[src/rtl/debounce_pulse_gen_pkg.sv]
// Shared definitions for the push-button debounce / pulse generator block.
// The state encoding is fixed so other FSM blocks and benches can reuse it.
package debounce_pulse_gen_pkg;

  typedef enum logic [1:0] {
    IDLE      = 2'b00,
    CHK_PRESS = 2'b01,
    HELD      = 2'b10,
    CHK_REL   = 2'b11
  } state_t;

  // True while a candidate level change is being qualified.
  function automatic logic is_checking(input state_t st);
    return (st == CHK_PRESS) || (st == CHK_REL);
  endfunction

endpackage

[src/rtl/sync_nff.sv]
// N-flop synchronizer for a single asynchronous level; resets to 0.
module sync_nff #(
  parameter int STAGES = 2
) (
  input  logic clk,
  input  logic reseta,
  input  logic d,
  output logic q
);

  logic [STAGES-1:0] ff;

  // NOTE: sequential state is always written with non-blocking assignments so
  // every flop samples the pre-edge value of its neighbour.
  always_ff @(posedge clk or posedge reseta) begin
    if (reseta) ff <= '0;
    else        ff <= {ff[STAGES-2:0], d};
  end

  assign q = ff[STAGES-1];

endmodule

[src/rtl/debounce_pulse_gen.sv]
// Turns a raw bouncing push-button into a clean one-cycle enable pulse,
// with optional hold-to-repeat at a fixed rate.
module debounce_pulse_gen
  import debounce_pulse_gen_pkg::*;
#(
  parameter int SYNC_STAGES     = 2,
  parameter int DEBOUNCE_CYCLES = 4,
  parameter int REPEAT_CYCLES   = 8,
  parameter int CNT_W           = 8
) (
  input  logic clk,
  input  logic reseta,
  input  logic btn_in,
  input  logic repeat_en,
  output logic enable_out,
  output logic btn_level,
  output logic busy
);

  localparam logic [CNT_W-1:0] CNT_ONE  = CNT_W'(1);
  localparam logic [CNT_W-1:0] DEB_LAST = CNT_W'(DEBOUNCE_CYCLES - 1);
  localparam logic [CNT_W-1:0] REP_LAST = CNT_W'(REPEAT_CYCLES - 1);

  logic             s;
  state_t           state, state_n;
  logic [CNT_W-1:0] cnt, cnt_n;
  logic             enable_n, level_n, busy_n;

  sync_nff #(.STAGES(SYNC_STAGES)) u_sync (
    .clk    (clk),
    .reseta (reseta),
    .d      (btn_in),
    .q      (s)
  );

  always_ff @(posedge clk or posedge reseta) begin
    if (reseta) begin
      state      <= IDLE;
      cnt        <= '0;
      enable_out <= 1'b0;
      btn_level  <= 1'b0;
      busy       <= 1'b0;
    end else begin
      state      <= state_n;
      cnt        <= cnt_n;
      enable_out <= enable_n;
      btn_level  <= level_n;
      busy       <= busy_n;
    end
  end

  // NOTE: every output of this block gets a default first, so no path leaves
  // a variable unassigned and no latch is inferred.
  always_comb begin
    state_n  = state;
    cnt_n    = cnt;
    enable_n = 1'b0;
    level_n  = btn_level;

    case (state)
      IDLE: begin
        if (s) begin
          state_n = CHK_PRESS;
          cnt_n   = CNT_ONE;
        end
      end
      CHK_PRESS: begin
        if (!s) begin
          state_n = IDLE;
          cnt_n   = '0;
        end else if (cnt == DEB_LAST) begin
          state_n  = HELD;
          level_n  = 1'b1;
          enable_n = 1'b1;
          cnt_n    = '0;
        end else begin
          cnt_n = cnt + CNT_ONE;
        end
      end
      HELD: begin
        if (!s) begin
          state_n = CHK_REL;
          cnt_n   = CNT_ONE;
        end else if (!repeat_en) begin
          cnt_n = '0;
        end else if (cnt == REP_LAST) begin
          enable_n = 1'b1;
          cnt_n    = '0;
        end else begin
          cnt_n = cnt + CNT_ONE;
        end
      end
      CHK_REL: begin
        // A release is accepted silently; only presses and repeats pulse.
        if (s) begin
          state_n = HELD;
          cnt_n   = '0;
        end else if (cnt == DEB_LAST) begin
          state_n = IDLE;
          level_n = 1'b0;
          cnt_n   = '0;
        end else begin
          cnt_n = cnt + CNT_ONE;
        end
      end
      default: begin
        state_n = IDLE;
        cnt_n   = '0;
        level_n = 1'b0;
      end
    endcase

    busy_n = is_checking(state_n);
  end

endmodule

[config.mk]
export PLATFORM = sky130hd
export DESIGN_NAME = debounce_pulse_gen
export DESIGN_NICKNAME = d
export VERILOG_FILES = /design/src/rtl/debounce_pulse_gen_pkg.sv /design/src/rtl/sync_nff.sv /design/src/rtl/debounce_pulse_gen.sv
export SDC_FILE = /design/constraint.sdc
export NUM_CORES = 1
export LEC_CHECK = 0
export BUFFER_PORTS_ARGS = -buffer_cell sky130_fd_sc_hd__buf_2
export CAP_MARGIN = 20
export CORE_MARGIN = 2
export CORE_UTILIZATION = 35
export CTS_BUF_LIST = sky130_fd_sc_hd__clkbuf_16
export DETAILED_ROUTE_END_ITERATION = 12
export GPL_ROUTABILITY_DRIVEN = 0
export HOLD_SLACK_MARGIN = 0.05
export PLACE_DENSITY_LB_ADDON = 0.15
export SLEW_MARGIN = 20
export SYNTH_ARGS = -nofsm -noshare
export SYNTH_HDL_FRONTEND = slang
export SYNTH_SLANG_ARGS = --single-unit
[constraint.sdc]
create_clock -name clk -period 4.58 [get_ports clk]
set_clock_uncertainty 0.1 [all_clocks]
set_input_delay 1.145 -clock clk [delete_from_list [all_inputs] [get_ports clk]]
set_output_delay 1.145 -clock clk [all_outputs]
set_load 0.1 [all_outputs]
==> results of run 1 <==
==> final timing paths <==
path | cells past startpoint | slack (ns) | end
setup / recovery | 1 | 2.31 | btn_level
hold / removal | 0 | 0.25 | u_sync.ff[1]$_DFF_PP0_
setup reg to reg | 6 | 2.61 | cnt[1]$_DFFE_PP0P_
hold reg to reg | 0 | 0.25 | u_sync.ff[1]$_DFF_PP0_
max in group asynchronous | 2 | 3.16 | cnt[0]$_DFFE_PP0P_
min in group asynchronous | 2 | 0.85 | cnt[2]$_DFFE_PP0P_
==> registers in the layout, summed over array words and instances, names as in the netlist <==
| name | flops |
|---|---|
| state | 2 |
| cnt | 8 |
| btn_level | 1 |
| busy | 1 |
| u_sync.ff | 2 |
| enable_out | 1 |
==> layout by cell type, fill, tap and decap left out, drive strengths merged <==
master   instances
dfrtp           15
nand3           14
nand2            9
a21oi            8
o21ai            8
nor2             7
inv              6
buf              6
nand2b           5
ha               5
clkbuf           3
a31oi            2
nor2b            2
or3              2
and3             2
nor4b            1
mux2i            1
a211oi           1
o211ai           1
a211o            1
and2             1
xor2             1
a21boi           1
a311o            1
o31ai            1
nor3             1
a2111oi          1
a41oi            1
o32ai            1
or4              1
nor4             1
a31o             1
a32o             1
==> per-layer routing <==
layer	track usage (%)	routed length, um
met5	0	0
met4	9.86	37
met3	2.33	49
met2	20.4	890
met1	20.2	1000
==> layout make-up <==
cell class	instances	area, um2
fill	249	1460
multi-input combinational	82	523
sequential	15	375
clock buffer	3	75.1
tap	30	37.5
timing repair buffer	6	30.0
inverter	5	18.8
clock inverter	1	3.75
==> metrics by stage <==
stage / setup WS [ns] / power [mW] / utilization (%) / cells
2_1_floorplan: 2.43 / 0.321 / - / 106
3_3_place_gp: 2.27 / 0.354 / 39.0 / 138
3_5_place_dp: 2.20 / 0.356 / 39.0 / 138
4_1_cts: 2.30 / 0.527 / 42.2 / 142
5_1_grt: 2.26 / 0.557 / 42.2 / 142
6_report: 2.31 / 0.522 / 42.2 / 142
==> cell families after synthesis <==
logic type	count (synthesis)
fa+ha+maj	5
mux	1
simple gates	46
compound gates	29
xor+xnor	1
buf+inv	9
flops	15
==> power by group through the flow <==
stage / registers, mW / logic [mW] / clock network [mW]
2_1_floorplan: 0.202 / 0.119 / 0
3_3_place_gp: 0.173 / 0.181 / 0
3_5_place_dp: 0.173 / 0.183 / 0
4_1_cts: 0.171 / 0.184 / 0.172
5_1_grt: 0.174 / 0.204 / 0.179
6_report: 0.171 / 0.182 / 0.170
==> flow_summary.toml, run 1 <==
[outcome]
status = "complete, no violations"

[min_path]
hold_class = "flip-flop to flip-flop"
worstHoldStart = "u_sync.ff[0]$_DFF_PP0_"

[yosys]
syn_avg_cell_area_um2 = 8.91
yosysMostFrequentCell = "dfrtp_1"
synth_xor_area_share_pct = 0.927
synth-main-ff-cell = "dfrtp_1"
ys_async_sr_fraction_pct = 100
synth_top_area_cell = "dfrtp_1"
netlist_top_cells_area = "dfrtp_1, nand3_1, ha_1"
synth.distinct_cells = 36
synth_seq_cells = 15
synth_warnings = 0
synth-simple-area-share_pct = 26.5
synthAdderAreaFrac_pct = 6.62
syn_nets = 115
synth_top_family_by_area = "simple AND/OR/NAND/NOR gates"
synth_top_area_share_pct = 39.7
muxShareOfSynthArea_pct = 1.06
synth-edff-count = 0
synth_compound_area_share_pct = 20.3
seq_area_frac_synth_pct = 39.7
yosys-top-cells-count = "dfrtp_1, nand3_1, nand2_1, a21oi_1, o21ai_0"
syn_inst = 106
syn_area_um2 = 945

[route]
drt_iter0_drc = 13
detailroute.via_count = 795
drtPass1Iterations = 4
viasPerCell = 5.60
wl_um = 1980
antenna_left = 0
post_drt_wl_per_cell_um = 13.9
route.detailed.drc = 0

[floorplanning]
core_um2 = 2520
die_height_um = 56.0
die_w_um = 56.0
io_pins = 7
initial_core_util_pct = 37.5
rows = 18
die-area_um2 = 3130

[clock_tree]
post_cts_resized = 0
cts-root-buf = "clkbuf_16"
clock_latency_ns = 0.24
cts_setup_buffers = 0
cts.sinks = 15
tritoncts = "built"
clk_pin_slew_worst_paths_ns = 0.05
cts_buffer_depth = 2
h-tree-depth = 1
hold_buffers = 0
numCtsBuffers = 3

[power]
p_int_mw = 0.326
p_sw_mw = 0.197
swShare_pct = 37.7
clkPwrFrac_pct = 32.5
seqPwrFrac_pct = 32.7
power_density_nw_per_um2 = 491
power_frac_comb_pct = 34.8
p_leak_nw = 0.460
ir_drop_mv = 0.241

[critical_path]
critPathCaptureType = "primary output"
required_ns = 3.34
cp_max_fo = 3
path_class = "flip-flop to primary output"
cp.buffers_inverters = 1
critPathSlowestCell = "buf_2"
critPathArrivalTime_ns = 1.02
slowest_delay_ns = 0.43
rr_startpoint = "state[0]$_DFF_PP0_"
crit_path_start = "btn_level$_DFFE_PP0P_"
cp-start-kind = "flip-flop"
path_cells = "buf_2"
cp_top_family = "buffers and inverters"

[timing]
slew_violations = 0
setup-tns-final_ns = 0
setup_viol = 0
max_slew_margin_pct = 62.0
tightest_slew_ns = 0.570
fin_crit_sh_pct = 49.5
rsz0062_at_grt = "false"
fin_crit_ns = 2.27
max_freq_mhz = 441
whs_ns = 0.246
hold_viol_final = 0

[cells_and_area]
num_antenna_cells = 0
layout-drive-gt1-share_pct = 11.6
area_growth_pct = 12.6
fin_area_um2 = 1060
nets = 122

[global_route]
grt_pass1_vias = 724
grt_max_degree = 16
grtUsageTotal_pct = 14.5
antenna_found_initial = 0
grt-ovfl-total = 0
grt_pass1_wl_um = 3440

[placement]
dp_hpwl_um = 1400
place_area_um2 = 985
portBuffers = 6

[flow_run]
cap_viol_max_count = 0
No activity file was read; power rests on OpenSTA's default activity.
==> inputs of run 2 (changes only) <==
==> constraint.sdc (replaced) <==
create_clock -name clk -period 2.3 [get_ports clk]
set_clock_uncertainty 0.1 [all_clocks]
set_input_delay 0.575 -clock clk [delete_from_list [all_inputs] [get_ports clk]]
set_output_delay 0.575 -clock clk [all_outputs]
set_load 0.1 [all_outputs]
==> run 2 against run 1 <==
First-iteration DRC count is 31% lower. Total power is 100% higher. Hold slack better by 0.013 ns. Final area is 0.71% higher. Sequential share of layout area is 0.25 points lower. Die area stayed put. Register-to-register slack worse by 2.2 ns. Via count is 0.50% lower. Utilization is 0.30 points higher. Combinational power is 100% higher. Non-clock buffer count is 1 higher. Critical endpoint is now cnt[7]$_DFFE_PP0P_.
==> flow_summary.toml, run 2 (same netlist as run 1, synthesis figures left out) <==
[global_route]
grt_pass1_wl_um = 3500
grt-ovfl-total = 0
grt_pass1_vias = 723
grtUsageTotal_pct = 14.4
grt_max_degree = 16
antenna_found_initial = 0

[timing]
setup_viol = 0
fin_crit_ns = 1.91
max_freq_mhz = 523
rsz0062_at_grt = "false"
tightest_slew_ns = 0.591
fin_crit_sh_pct = 83.1
whs_ns = 0.259
setup-tns-final_ns = 0
fin_ws_ns = 0.389
slew_violations = 0
hold_viol_final = 0
max_slew_margin_pct = 60.6

[power]
seqPwrFrac_pct = 32.4
clkPwrFrac_pct = 32.6
p_sw_mw = 0.394
p_int_mw = 0.654
power_frac_comb_pct = 35.0
p_leak_nw = 0.465
power_density_nw_per_um2 = 978
power_mw = 1.05
swShare_pct = 37.6
ir_drop_mv = 0.775

[cells_and_area]
post-route-util_pct = 42.5
fin_area_um2 = 1070
register_area_um2 = 375
fin_cells = 143
largest_reg_flops = 8
most-common-layout-cells = "dfrtp_1, nand3_1, nand2_1"
nFillCells = 253
layout-drive-gt1-share_pct = 12.4
nets = 123
top_register = "cnt"
multi_input_area_um2 = 523
num_antenna_cells = 0
largest_registers = "cnt (8), state (2), u_sync.ff (2)"
area_growth_pct = 13.4
final_common_cell = "dfrtp_1"

[clock_tree]
hold_buffers = 0
post_cts_resized = 0
tritoncts = "built"
cts_buffer_depth = 2
h-tree-depth = 1
clk_pin_slew_worst_paths_ns = 0.05
cts_setup_buffers = 0
cts.sinks = 15
clock_latency_ns = 0.25
cts-root-buf = "clkbuf_16"
numCtsBuffers = 3

[route]
route.detailed.drc = 0
viasPerCell = 5.53
post_drt_wl_per_cell_um = 13.8
antenna_left = 0
detailroute.via_count = 791
drtPass1Iterations = 4
drt_iter0_drc = 9
wl_um = 1970

[critical_path]
critPathSlowestCell = "dfrtp_1"
required_ns = 2.39
path_cells = "inv_1 -> ha_1 -> a21oi_1 -> a211o_1 -> or3_1 -> nand3_1"
critPathArrivalTime_ns = 2.00
cp-start-kind = "flip-flop"
critPathCaptureType = "flip-flop"
path_class = "flip-flop to flip-flop"
cp_max_fo = 9
slowest_delay_ns = 0.40

[placement]
place_area_um2 = 992
place_ws_ns = 0.404
dp.cells = 139
portBuffers = 6
dp_hpwl_um = 1410

[flow_run]
cap_viol_max_count = 0

[floorplanning]
io_pins = 7
rows = 18
die_w_um = 56.0
die-area_um2 = 3130
initial_core_util_pct = 37.5
die_height_um = 56.0
core_um2 = 2520

[outcome]
status = "complete, no violations"

[min_path]
hold_class = "flip-flop to flip-flop"
## run 2: path summary, 6_finish.rpt
path | startpoint | endpoint | slack, ns | cells past startpoint
worst max-delay path | state[0]$_DFF_PP0_ | cnt[7]$_DFFE_PP0P_ | 0.39 | 6
worst min-delay path | u_sync.ff[0]$_DFF_PP0_ | u_sync.ff[1]$_DFF_PP0_ | 0.26 | 0
worst max register to register | state[0]$_DFF_PP0_ | cnt[7]$_DFFE_PP0P_ | 0.39 | 6
worst min register to register | u_sync.ff[0]$_DFF_PP0_ | u_sync.ff[1]$_DFF_PP0_ | 0.26 | 0
max in group asynchronous | reseta | state[0]$_DFF_PP0_ | 1.43 | 2
min in group asynchronous | reseta | enable_out$_DFF_PP0_ | 0.28 | 2
## run 2: power groups by stage
stage / sequential (mW) / combinational, mW / clock (mW)
floorplan: 0.403 / 0.237 / 0
global placement: 0.341 / 0.369 / 0
detailed placement: 0.343 / 0.367 / 0
CTS: 0.339 / 0.369 / 0.351
global route: 0.345 / 0.412 / 0.363
finish: 0.339 / 0.367 / 0.342
## run 2: layout make-up
type / count / area share (%)
Timing Repair Buffer: 7 / 3.50
Sequential cell: 15 / 35.0
Inverter: 5 / 1.75
Multi-Input combinational cell: 82 / 48.8
Clock inverter: 1 / 0.350
Clock buffer: 3 / 7.01
Tap cell: 30 / 3.50
## run 2: metal layers
metal  GRT usage (%)  wire length [um]  up-vias
li1                -                 -      404
met1            21.5              1030      367
met2            19.4               837       17
met3            3.49                80        3
met4            6.12                28        0
met5               0                 0        -
## run 2: worst max-delay path: cells and delay by family (launching register included)
| kind | cells | cell delay [ns] |
|---|---|---|
| AOI/OAI and AO/OA | 2 | 0.51 |
| DFF | 1 | 0.40 |
| buffers and inverters | 1 | 0.09 |
| and+or+nand+nor | 2 | 0.43 |
| adders and majority gates | 1 | 0.32 |
==> inputs of run 3 (changes only) <==
==> constraint.sdc (replaced) <==
create_clock -name clk -period 1.82 [get_ports clk]
set_clock_uncertainty 0.1 [all_clocks]
set_input_delay 0.455 -clock clk [delete_from_list [all_inputs] [get_ports clk]]
set_output_delay 0.455 -clock clk [all_outputs]
set_load 0.1 [all_outputs]
==> run 3 against run 2 <==
Sequential power up 27%. Setup slack worse by 0.34 ns. Die area unchanged. Clock power up 25%. Routed wire length up 0.61%. Critical path depth unchanged. Register-to-register slack worse by 0.34 ns. Critical path type unchanged. Critical endpoint unchanged. Largest cell class unchanged.
==> flow_summary.toml, run 3 (same netlist as run 1, synthesis figures left out) <==
[clock_tree]
cts-root-buf = "clkbuf_16"
clk_pin_slew_worst_paths_ns = 0.05
tritoncts = "built"
cts_buffer_depth = 2
numCtsBuffers = 3
hold_buffers = 0
cts.sinks = 15
h-tree-depth = 1
clock_latency_ns = 0.25

[floorplanning]
core_um2 = 2520
initial_core_util_pct = 37.5
io_pins = 7
die_w_um = 56.0
die_height_um = 56.0
die-area_um2 = 3130
rows = 18

[cells_and_area]
fin_area_um2 = 1130
nFillCells = 259
nets = 128
layout-drive-gt1-share_pct = 19.5
top_register = "cnt"
area_growth_pct = 19.7
largest_registers = "cnt (8), state (2), u_sync.ff (2)"
most-common-layout-cells = "dfrtp_1, nand3_1, nand2_1"
largest_reg_flops = 8
post-route-util_pct = 44.8
final_common_cell = "dfrtp_1"
num_antenna_cells = 0

[critical_path]
r2r-end = "cnt[7]$_DFFE_PP0P_"
ff2ff_setup_slack_ns = 0.05
required_ns = 1.90
critPathCaptureType = "flip-flop"
cp-start-kind = "flip-flop"
path_class = "flip-flop to flip-flop"
rr_startpoint = "state[0]$_DFF_PP0_"
rr_worst_depth = 6
critPathArrivalTime_ns = 1.85
cp_max_fo = 4

[flow_run]
cap_viol_max_count = 0

[timing]
setup_viol = 0
max_freq_mhz = 565
rsz0062_at_grt = "true"
fin_crit_sh_pct = 97.2
tightest_slew_ns = 0.572
max_slew_margin_pct = 61.8
slew_violations = 0
fin_crit_ns = 1.77
hold_viol_final = 0

[global_route]
grt-ovfl-total = 0
antenna_found_initial = 0
grt_pass1_vias = 741
grt_pass1_wl_um = 3390
grt_max_degree = 16
grtUsageTotal_pct = 14.0

[power]
p_leak_nw = 0.487
power_density_nw_per_um2 = 1220
ir_drop_mv = 1.10

[route]
wl_um = 1990
post_drt_wl_per_cell_um = 13.4
route.detailed.drc = 0
detailroute.via_count = 804
drt_iter0_drc = 17
viasPerCell = 5.43
drtPass1Iterations = 5
antenna_left = 0

[placement]
portBuffers = 6
dp_hpwl_um = 1440
place_area_um2 = 1020

[min_path]
hold_class = "input port to async pin"

[outcome]
status = "complete, no violations"
==> run 3: how the worst max path moves through the flow <==
stage               cells after the start  slack (ns)                 end               start
finish                                  6        0.05  cnt[7]$_DFFE_PP0P_  state[0]$_DFF_PP0_
global route                            7      -0.008  state[1]$_DFF_PP0_  state[0]$_DFF_PP0_
CTS                                     6        0.02  cnt[7]$_DFFE_PP0P_  state[1]$_DFF_PP0_
detailed placement                      6        0.04  cnt[7]$_DFFE_PP0P_  state[1]$_DFF_PP0_
global placement                        6        0.02  cnt[1]$_DFFE_PP0P_  state[1]$_DFF_PP0_
floorplan                               7        0.13  cnt[7]$_DFFE_PP0P_  state[0]$_DFF_PP0_
==> run 3: power breakdown <==
group / switching [mW] / internal, mW
Sequential: 0.0507 / 0.382
Clock: 0.137 / 0.291
Combinational: 0.324 / 0.199
Total: 0.512 / 0.872
==> run 3: layer usage <==
metal	GRT usage (%)	vias to the layer above	wire [um]
li1	-	413	-
met1	19.2	376	1000
met2	20.6	11	874
met3	2.09	4	52
met4	9.18	0	57
met5	0	-	0
==> run 3: repair_timing <==
action | CTS | global route
resized for setup | 0 | 7
endpoints found under the setup margin | 0 | 8
setup buffers | 0 | 1
endpoints found under the hold margin | 0 | 0
==> run 3: layout make-up <==
cell class                      count  area [um2]  share of cell area, %
Sequential cell                    15         375                   33.2
Tap cell                           30        37.5                   3.32
Multi-Input combinational cell     82         546                   48.2
Clock buffer                        3        75.1                   6.64
Inverter                            5        18.8                   1.66
Clock inverter                      1        3.75                  0.332
Timing Repair Buffer               12        75.1                   6.64
==> run 3: through the flow <==
stage,setup TNS (ns),total power [mW],setup slack (ns),std cells,hold WS (ns)
2_1_floorplan,0,0.808,0.127,106,0.231
3_3_place_gp,0,0.921,0.0190,143,0.237
3_5_place_dp,0,0.917,0.0446,143,0.235
4_1_cts,0,1.36,0.0183,147,0.181
5_1_grt,-0.0137,1.48,-0.00800,148,0.211
6_report,0,1.38,0.0513,148,0.157
==> run 3: worst max-delay path: stages, from the launching register on <==
cell and delay, ns:
dfrtp_1 0.44, inv_1 0.11, ha_1 0.18, a21oi_1 0.10, a211o_1 0.34, or3_1 0.35, nand3_1 0.08
